[src/rtl/dmem_port_arbiter.sv]
// Two-port round-robin arbiter in front of a single-port, fixed-latency data memory.
// Latency: req sampled in IDLE at T -> mem_en T+1..T+1+WAIT_CYCLES -> ack at T+2+WAIT_CYCLES.
// Backpressure: requesters hold req until their ack; core_stall = c_req & ~c_ack.
module dmem_port_arbiter #(
   parameter int ADDR_W      = 10,
   parameter int DATA_W      = 32,
   parameter int WAIT_CYCLES = 1
) (
   input  logic              clk,
   input  logic              rst,
   input  logic              c_req,
   input  logic              c_we,
   input  logic [ADDR_W-1:0] c_addr,
   input  logic [DATA_W-1:0] c_wdata,
   output logic              c_ack,
   output logic [DATA_W-1:0] c_rdata,
   input  logic              d_req,
   input  logic              d_we,
   input  logic [ADDR_W-1:0] d_addr,
   input  logic [DATA_W-1:0] d_wdata,
   output logic              d_ack,
   output logic [DATA_W-1:0] d_rdata,
   output logic              core_stall,
   output logic              mem_en,
   output logic              mem_we,
   output logic [ADDR_W-1:0] mem_addr,
   output logic [DATA_W-1:0] mem_wdata,
   input  logic [DATA_W-1:0] mem_rdata
);

   typedef enum logic [1:0] {
      S_IDLE   = 2'd0,
      S_ACCESS = 2'd1,
      S_ACK    = 2'd2
   } state_t;

   localparam logic       P_CORE  = 1'b0;
   localparam logic       P_DBG   = 1'b1;
   localparam logic [3:0] LP_WAIT = 4'(WAIT_CYCLES);

   state_t              r_state;
   logic                r_last_grant;
   logic                r_grant;
   logic [3:0]          r_cnt;
   logic                r_we;
   logic [ADDR_W-1:0]   r_addr;
   logic [DATA_W-1:0]   r_wdata;
   logic [DATA_W-1:0]   r_c_rdata;
   logic [DATA_W-1:0]   r_d_rdata;

   state_t              w_state_nxt;
   logic                w_grant_vld;
   logic                w_grant_dbg;
   logic                w_capture;
   logic                w_c_ack;
   logic                w_d_ack;

   // Next-state, round-robin grant decision and all control outputs.
   always_comb begin
      w_state_nxt = r_state;
      w_grant_vld = 1'b0;
      w_grant_dbg = 1'b0;
      w_capture   = 1'b0;
      w_c_ack     = 1'b0;
      w_d_ack     = 1'b0;
      mem_en      = 1'b0;
      mem_we      = 1'b0;
      case (r_state)
         S_IDLE: begin
            // On a tie the debug port wins only if the core had the last grant.
            w_grant_vld = c_req | d_req;
            w_grant_dbg = d_req & (~c_req | (r_last_grant == P_CORE));
            if (w_grant_vld) begin
               w_state_nxt = S_ACCESS;
            end
         end
         S_ACCESS: begin
            mem_en = 1'b1;
            mem_we = r_we;
            if (r_cnt == 4'd0) begin
               w_capture   = 1'b1;
               w_state_nxt = S_ACK;
            end
         end
         S_ACK: begin
            w_c_ack     = (r_grant == P_CORE);
            w_d_ack     = (r_grant == P_DBG);
            w_state_nxt = S_IDLE;
         end
         default: begin
            w_state_nxt = S_IDLE;
         end
      endcase
      c_ack      = w_c_ack;
      d_ack      = w_d_ack;
      core_stall = c_req & ~w_c_ack;
   end

   assign mem_addr  = r_addr;
   assign mem_wdata = r_wdata;
   assign c_rdata   = r_c_rdata;
   assign d_rdata   = r_d_rdata;

   // State register.
   always_ff @(posedge clk) begin
      if (rst) begin
         r_state <= S_IDLE;
      end else begin
         r_state <= w_state_nxt;
      end
   end

   // Grant bookkeeping, latched request, wait counter and read-data capture.
   always_ff @(posedge clk) begin
      if (rst) begin
         r_last_grant <= P_DBG;
         r_grant      <= P_CORE;
         r_cnt        <= 4'd0;
         r_we         <= 1'b0;
         r_addr       <= '0;
         r_wdata      <= '0;
         r_c_rdata    <= '0;
         r_d_rdata    <= '0;
      end else begin
         if (w_grant_vld) begin
            // The winner's request fields are frozen here and never re-sampled.
            r_grant      <= w_grant_dbg;
            r_last_grant <= w_grant_dbg;
            r_cnt        <= LP_WAIT;
            r_we         <= w_grant_dbg ? d_we    : c_we;
            r_addr       <= w_grant_dbg ? d_addr  : c_addr;
            r_wdata      <= w_grant_dbg ? d_wdata : c_wdata;
         end else if ((r_state == S_ACCESS) && (r_cnt != 4'd0)) begin
            r_cnt <= r_cnt - 4'd1;
         end
         if (w_capture) begin
            if (r_grant == P_DBG) begin
               r_d_rdata <= mem_rdata;
            end else begin
               r_c_rdata <= mem_rdata;
            end
         end
      end
   end

endmodule
[config.mk]
export PLATFORM = sky130hd
export DESIGN_NAME = dmem_port_arbiter
export DESIGN_NICKNAME = d
export VERILOG_FILES = /design/src/rtl/dmem_port_arbiter.sv
export SDC_FILE = /design/constraint.sdc
export NUM_CORES = 1
export LEC_CHECK = 0
export CORE_UTILIZATION = 35
export DETAILED_ROUTE_END_ITERATION = 12
export GPL_ROUTABILITY_DRIVEN = 1
export PLACE_DENSITY = 0.72
export SLEW_MARGIN = 5
export SYNTH_ARGS = -nofsm -noshare
export SYNTH_HDL_FRONTEND = slang
export SYNTH_SLANG_ARGS = --single-unit
[constraint.sdc]
create_clock -name clk -period 3.55 [get_ports clk]
set_input_delay 0.71 -clock clk [delete_from_list [all_inputs] [get_ports clk]]
set_output_delay 0.71 -clock clk [all_outputs]
set_load 0.005 [all_outputs]
==> results of run 1 <==
==> layout by cell type, fill, tap and decap left out, types with 2 or more instances in the layout <==
cell type | netlist | final
nand2_1 | 99 | 99
nor3_1 | 3 | 3
dfxtp_1 | 115 | 115
clkbuf_16 | 0 | 17
clkinvlp_4 | 0 | 4
buf_4 | 5 | 7
clkinv_4 | 0 | 3
o21ai_0 | 4 | 4
clkinv_2 | 0 | 5
mux2i_1 | 107 | 107
clkbuf_8 | 0 | 2
a21oi_1 | 4 | 3
nand2b_1 | 2 | 2
clkdlybuf4s50_1 | 0 | 232
nor3b_1 | 2 | 2
o2bb2ai_1 | 43 | 43
inv_1 | 5 | 5
==> cell type report <==
class | count | share of cell area (%)
repair buffers | 240 | 31.58
clock buffers | 19 | 5.973
flip-flops and latches | 115 | 30.36
inverters | 6 | 0.2970
well taps | 172 | 2.838
clock inverters | 13 | 1.468
multi-input cells | 283 | 27.49
==> cell families (layout without fill, tap and decap cells) <==
group	after synthesis	after routing	share of synthesized area [%]
and+or+nand+nor	118	118	11.21
AOI/OAI and AO/OA	57	57	10.17
adders and majority gates	1	1	0.2734
muxes	107	107	23.41
buffers and inverters	37	278	4.621
DFF	115	115	50.31
==> sequential cells by signal, summed over array words and instances, names as in the netlist <==
| name | cells |
|---|---|
| mem_wdata | 32 |
| r_grant | 1 |
| c_rdata | 32 |
| r_we | 1 |
| d_rdata | 32 |
| mem_addr | 10 |
| r_last_grant | 1 |
| r_cnt | 4 |
| r_state | 2 |
==> through the flow <==
stage          setup WS (ns)  util [%]  hold WS [ns]
6_report              0.9000     59.85        0.4525
5_1_grt               0.8450     59.85        0.4701
4_1_cts               0.8761     59.85        0.4563
3_5_place_dp          0.8988     55.40        0.4462
3_3_place_gp          0.9079     55.40        0.4356
2_1_floorplan          1.905         -        0.4242
==> power groups by stage <==
stage / combinational, W / clock (W) / sequential, W
4_1_cts: 0.000647 / 0.00163 / 0.00145
5_1_grt: 0.000688 / 0.00170 / 0.00146
3_5_place_dp: 0.000643 / 0 / 0.00147
3_3_place_gp: 0.000631 / 0 / 0.00147
2_1_floorplan: 0.000258 / 0 / 0.00148
6_report: 0.000637 / 0.00159 / 0.00145
==> worst paths after layout <==
path | start | to | slack [ns] | cells after the start
setup / recovery | c_req | core_stall | 0.90 | 3
setup reg to reg | r_cnt[0] | d_rdata[16] | 1.74 | 6
hold reg to reg | c_rdata[17] | c_rdata[17] | 0.45 | 2
hold / removal | c_rdata[17] | c_rdata[17] | 0.45 | 2
==> routing by layer <==
metal | wire length [µm] | track usage, % | vias up
met5 | 0 | 0 | -
met4 | 121 | 6.068 | 0
met3 | 1231 | 8.718 | 12
met2 | 6099 | 31.60 | 171
met1 | 5315 | 21.98 | 1849
li1 | - | - | 1978
==> critical path: stages <==
cell and delay [ns]:
clkdlybuf4s50_1 0.56, nor2b_1 0.16, clkdlybuf4s50_1 0.51
==> summary.md, run 1 <==
| Metric | Value |
|---|---|
| Outcome | finished clean |
| Power Density | roughly 490 nW/µm² |
| Crit Path Class | primary input to output port |
| Commonest cells in the synthesized netlist | dfxtp_1, mux2i_1, nand2_1 |
| Multi-input gate area | between 2000 and 2500 µm² |
| Endpoints failing hold | 0 |
| Post-DP HPWL | roughly 9.0 mm |
| Max-slew violations | 0 |
| Maximum vdd ir drop | around 270 µV |
| Drt first-iter violations | roughly 190 |
| Initial antenna violation count | 0 |
| DRC violations left | 0 |
| Layout cells sized above 1 | 6.509% |
| Clk network pwr share | 43.2% |
| Post-route insts no fill | roughly 850 |
| Worst Path Arrival | around 1.9 ns |
| Async set-reset flop share out of synthesis | 0% |
| Synthesized area | ~4600 µm² |
| Yosys warns | 0 |
| Clock slew at reported path FFs | 0.05 ns |
| Final setup vio count | 0 |
| Io pins | 233 |
| Post-synth EDFFs | 0 |
| Pre-Repair DR Iteration Count | 4 |
| DP Cell Count | 816 |
| Clock Latency Late Sink | 0.41 ns |
| RSZ-0062 raised after global routing | no |
| Synth area leaders | dfxtp_1, mux2i_1, o2bb2ai_1, nand2_1, buf_6 |
| Port Buffers | 232 |
| Total Power | between 0.003 and 0.004 W |
| Routability congestion estimate | approximately 0.75 |
| Site row count | 41 |
| Die span in x | between 100 and 150 µm |
| Sequential cell area fraction in the yosys report | between 50% and 60% |
| DP Area | approximately 7000 µm² |
| Req. time, crit path | approximately 2.8 ns |
| Post-synth top area share | approximately half |
| Routed WL | between 10 and 15 mm |
| CTS hold repair buffers | 0 |
| CTS buffer count | 17 |
| Clk buf depth | 2 |
| Post_cts resized | 0 |
| Switching Fraction | 24.57% |
| CP endpoint kind | output port |
| Die Ht | roughly 120 µm |
| CTS Sinks | 115 |
| Largest net degree at the start of global routing | slightly below 100 |
| Total track usage | a little under a fifth |
| Psw | a little over 0.0009 W |
| Via density | 4.729 |
| Cells after Synth | roughly 440 |
| Mean area per synthesized cell | approximately 11 µm² |
| TritonCTS clock tree | done |
| Critical path peak fanout | 4 |
| DIE AREA | between 10000 and 15000 µm² |
| HP Class | flop to flop |
| Nets | just under 800 |
| Fmax | ~380 MHz |
| Sequential cell area | roughly 2300 µm² |
| Clock skew | around 0.0075 ns |
| Yosys reg bits | approximately 120 |
| Worst-Margin Slew | between 0.7 and 0.8 ns |
| Slew headroom | roughly 51% |
| Initial Utilization | 36.11% |
| Post-CTS Repair Setup Buffers | 0 |
| Vias | 4010 |
| Remaining antenna violation count | 0 |
| Pleak | about 3 nW |
| Vias in the first global route | between 4000 and 5000 |
| Syn-to-layout area delta | 65.74% |
| Total negative slack | 0 ns |
| P_int | roughly 0.0028 W |
| First-pass GRT wire length | just under 20 mm |
| Diodes inserted | 0 |
| Most frequent cell after synthesis | dfxtp_1 |
| CORE AREA | approximately 13000 µm² |
| Yosys cell types | 34 |
| MaxCap Viol Count | 0 |
| Syn Nets | ~560 |
| Grt total ovfl | 0 |
| Fin area | around 7600 µm² |
| Layout fillers | 1060 |
| Combinational power share | 17.3% |
| CTS Root Cell | clkbuf_16 |
| Top cell type by total area after synthesis | dfxtp_1 |
| H-tree depth | 4 |
| Post-DR wirelength/cell | between 15 and 20 µm |
| Final period util | 74.65% |
| Primary FF master, synth | dfxtp_1 |
| Tmin final | between 2 and 3 ns |
| Critical Path Source Type | primary input |
| Reg power frac | between 30% and 40% |
Power figures use the tool's default switching activity.
==> run 2: changes to the inputs <==
==> constraint.sdc (replaced) <==
create_clock -name clk -period 2.65 [get_ports clk]
set_input_delay 0.53 -clock clk [delete_from_list [all_inputs] [get_ports clk]]
set_output_delay 0.53 -clock clk [all_outputs]
set_load 0.005 [all_outputs]
==> run 2 against run 1 <==
Non-clock buffer count grew 2. Final cell count down 0.24%. Critical path depth fell by 1. Sequential cell count unchanged. Sequential power increased by 34%. Critical endpoint is now c_ack.
==> summary.md, run 2 (synthesis results as in run 1) <==
| Metric | Value |
|---|---|
| Remaining antenna violation count | 0 |
| Io pins | between 200 and 250 |
| Pleak | just over 3 nW |
| Die span in x | 116.3 µm |
| Req. time, crit path | between 2 and 2.5 ns |
| MaxCap Viol Count | 0 |
| CP endpoint kind | output port |
| Final worst-path setup slack | 0.2653 ns |
| Final period util | about 90% |
| Clock Latency Late Sink | ~0.40 ns |
| Largest net degree at the start of global routing | 45 |
| Post-DP HPWL | around 9.5 mm |
| Post-DR wirelength/cell | around 15 µm |
| Critical Path Source Type | flop |
| DRC violations left | 0 |
| Total negative slack | 0 ns |
| Post-CTS Repair Setup Buffers | 0 |
| Tmin final | between 2 and 2.5 ns |
| Clock skew | 0.007666 ns |
| Vias | 4036 |
| Via density | around 4.8 |
| RSZ-0062 raised after global routing | no |
| Worst Setup Slack post-DPL | around 0.32 ns |
| Clk buf depth | 2 |
| Nets | just under 800 |
| Grt total ovfl | 0 |
| Maximum vdd ir drop | approximately 350 µV |
| Post_cts resized | 0 |
| Max-slew violations | 0 |
| Most frequent cells in the layout | clkdlybuf4s50_1, dfxtp_1, mux2i_1 |
| Fin area | 7599 µm² |
| Post-route insts no fill | around 850 |
| Vias in the first global route | ~4200 |
| Worst Path Arrival | roughly 1.9 ns |
| Port Buffers | about 230 |
| Syn-to-layout area delta | 66.07% |
| Initial Utilization | about 36% |
| Most common cell after layout, fill and taps aside | clkdlybuf4s50_1 |
| Critical path peak fanout | 7 |
| Initial antenna violation count | 0 |
| CTS Root Cell | clkbuf_16 |
| Endpoints failing hold | 0 |
| Routed WL | 12.88 mm |
| Die Ht | 116.3 µm |
| DP Cell Count | roughly 820 |
| DP Area | between 7000 and 8000 µm² |
| Clock slew at reported path FFs | roughly 0.05 ns |
| Final setup vio count | 0 |
| Total track usage | about a fifth |
| Crit Path Class | flop to output port |
| Total Power | between 0.004 and 0.005 W |
| HP Class | flop to flop |
| CTS hold repair buffers | 0 |
| Fmax | between 400 and 500 MHz |
| H-tree depth | 4 |
| Site row count | 41 |
| Routability congestion estimate | between 0.7 and 0.8 |
| First-pass GRT wire length | roughly 20 mm |
| TritonCTS clock tree | done |
| CTS Sinks | 115 |
| Worst-Margin Slew | about 0.59 ns |
| CORE AREA | around 13000 µm² |
| CTS buffer count | 17 |
| Diodes inserted | 0 |
| Drt first-iter violations | between 100 and 150 |
| Slew headroom | just over 60% |
| DIE AREA | between 10000 and 15000 µm² |
| Power Density | around 640 nW/µm² |
| Outcome | finished clean |
| Pre-Repair DR Iteration Count | 4 |
| Layout cells sized above 1 | between 5 and 6% |
==> run 2: cell count changes in the layout (fill, tap and decap cells not counted) <==
cell and delta:
clkbuf_1 +3, clkinv_4 -3, clkbuf_8 -2, clkinv_2 +1, buf_12 +3, clkinvlp_4 -4, buf_4 -1, bufinv_16 +1
==> run 2: path summary, 6_finish.rpt <==
kind                    from         end  slack, ns  cells past startpoint
hold reg to reg         r_we        r_we       0.45                      1
setup reg to reg    r_cnt[0]  c_rdata[5]       0.83                      6
hold / removal          r_we        r_we       0.45                      1
setup / recovery  r_state[1]       c_ack       0.27                      2
==> run 2: critical path, cell delays in order, from the launching register on <==
cell	delay, ns
dfxtp_1	0.41
nor3b_1	0.46
clkdlybuf4s50_1	0.59
==> run 2: per-stage QoR <==
stage                     hold WS [ns]  util [%]
after floorplan                 0.4242         -
after global placement          0.4390     55.81
after detailed placement        0.4385     55.81
after CTS                       0.4554     59.97
after global routing            0.4738     59.97
final                           0.4542     59.97
==> run 2: metal layers <==
layer	up-vias	part of all wire [%]	GRT usage [%]
li1	1979	-	-
met1	1869	40	20.98
met2	176	50	34.44
met3	12	9.3	7.369
met4	0	1.3	7.949
met5	-	0	0
==> run 2: area by class of cell <==
cell class              instances  area, µm²
fillers                      1126       5072
inverters                       6      22.52
clock buffers                  20      436.7
clock inverters                 8      90.09
repair buffers                242       2447
flip-flops and latches        115       2302
well taps                     172      215.2
multi-input cells             283       2085
==> run 2: where the power goes <==
part           internal, W  switching [W]  total, W  leakage [nW]
registers          0.00187      0.0000786   0.00195         0.939
logic             0.000534       0.000335  0.000869          1.82
clock network      0.00135       0.000719   0.00207         0.265
total              0.00375        0.00113   0.00488          3.03
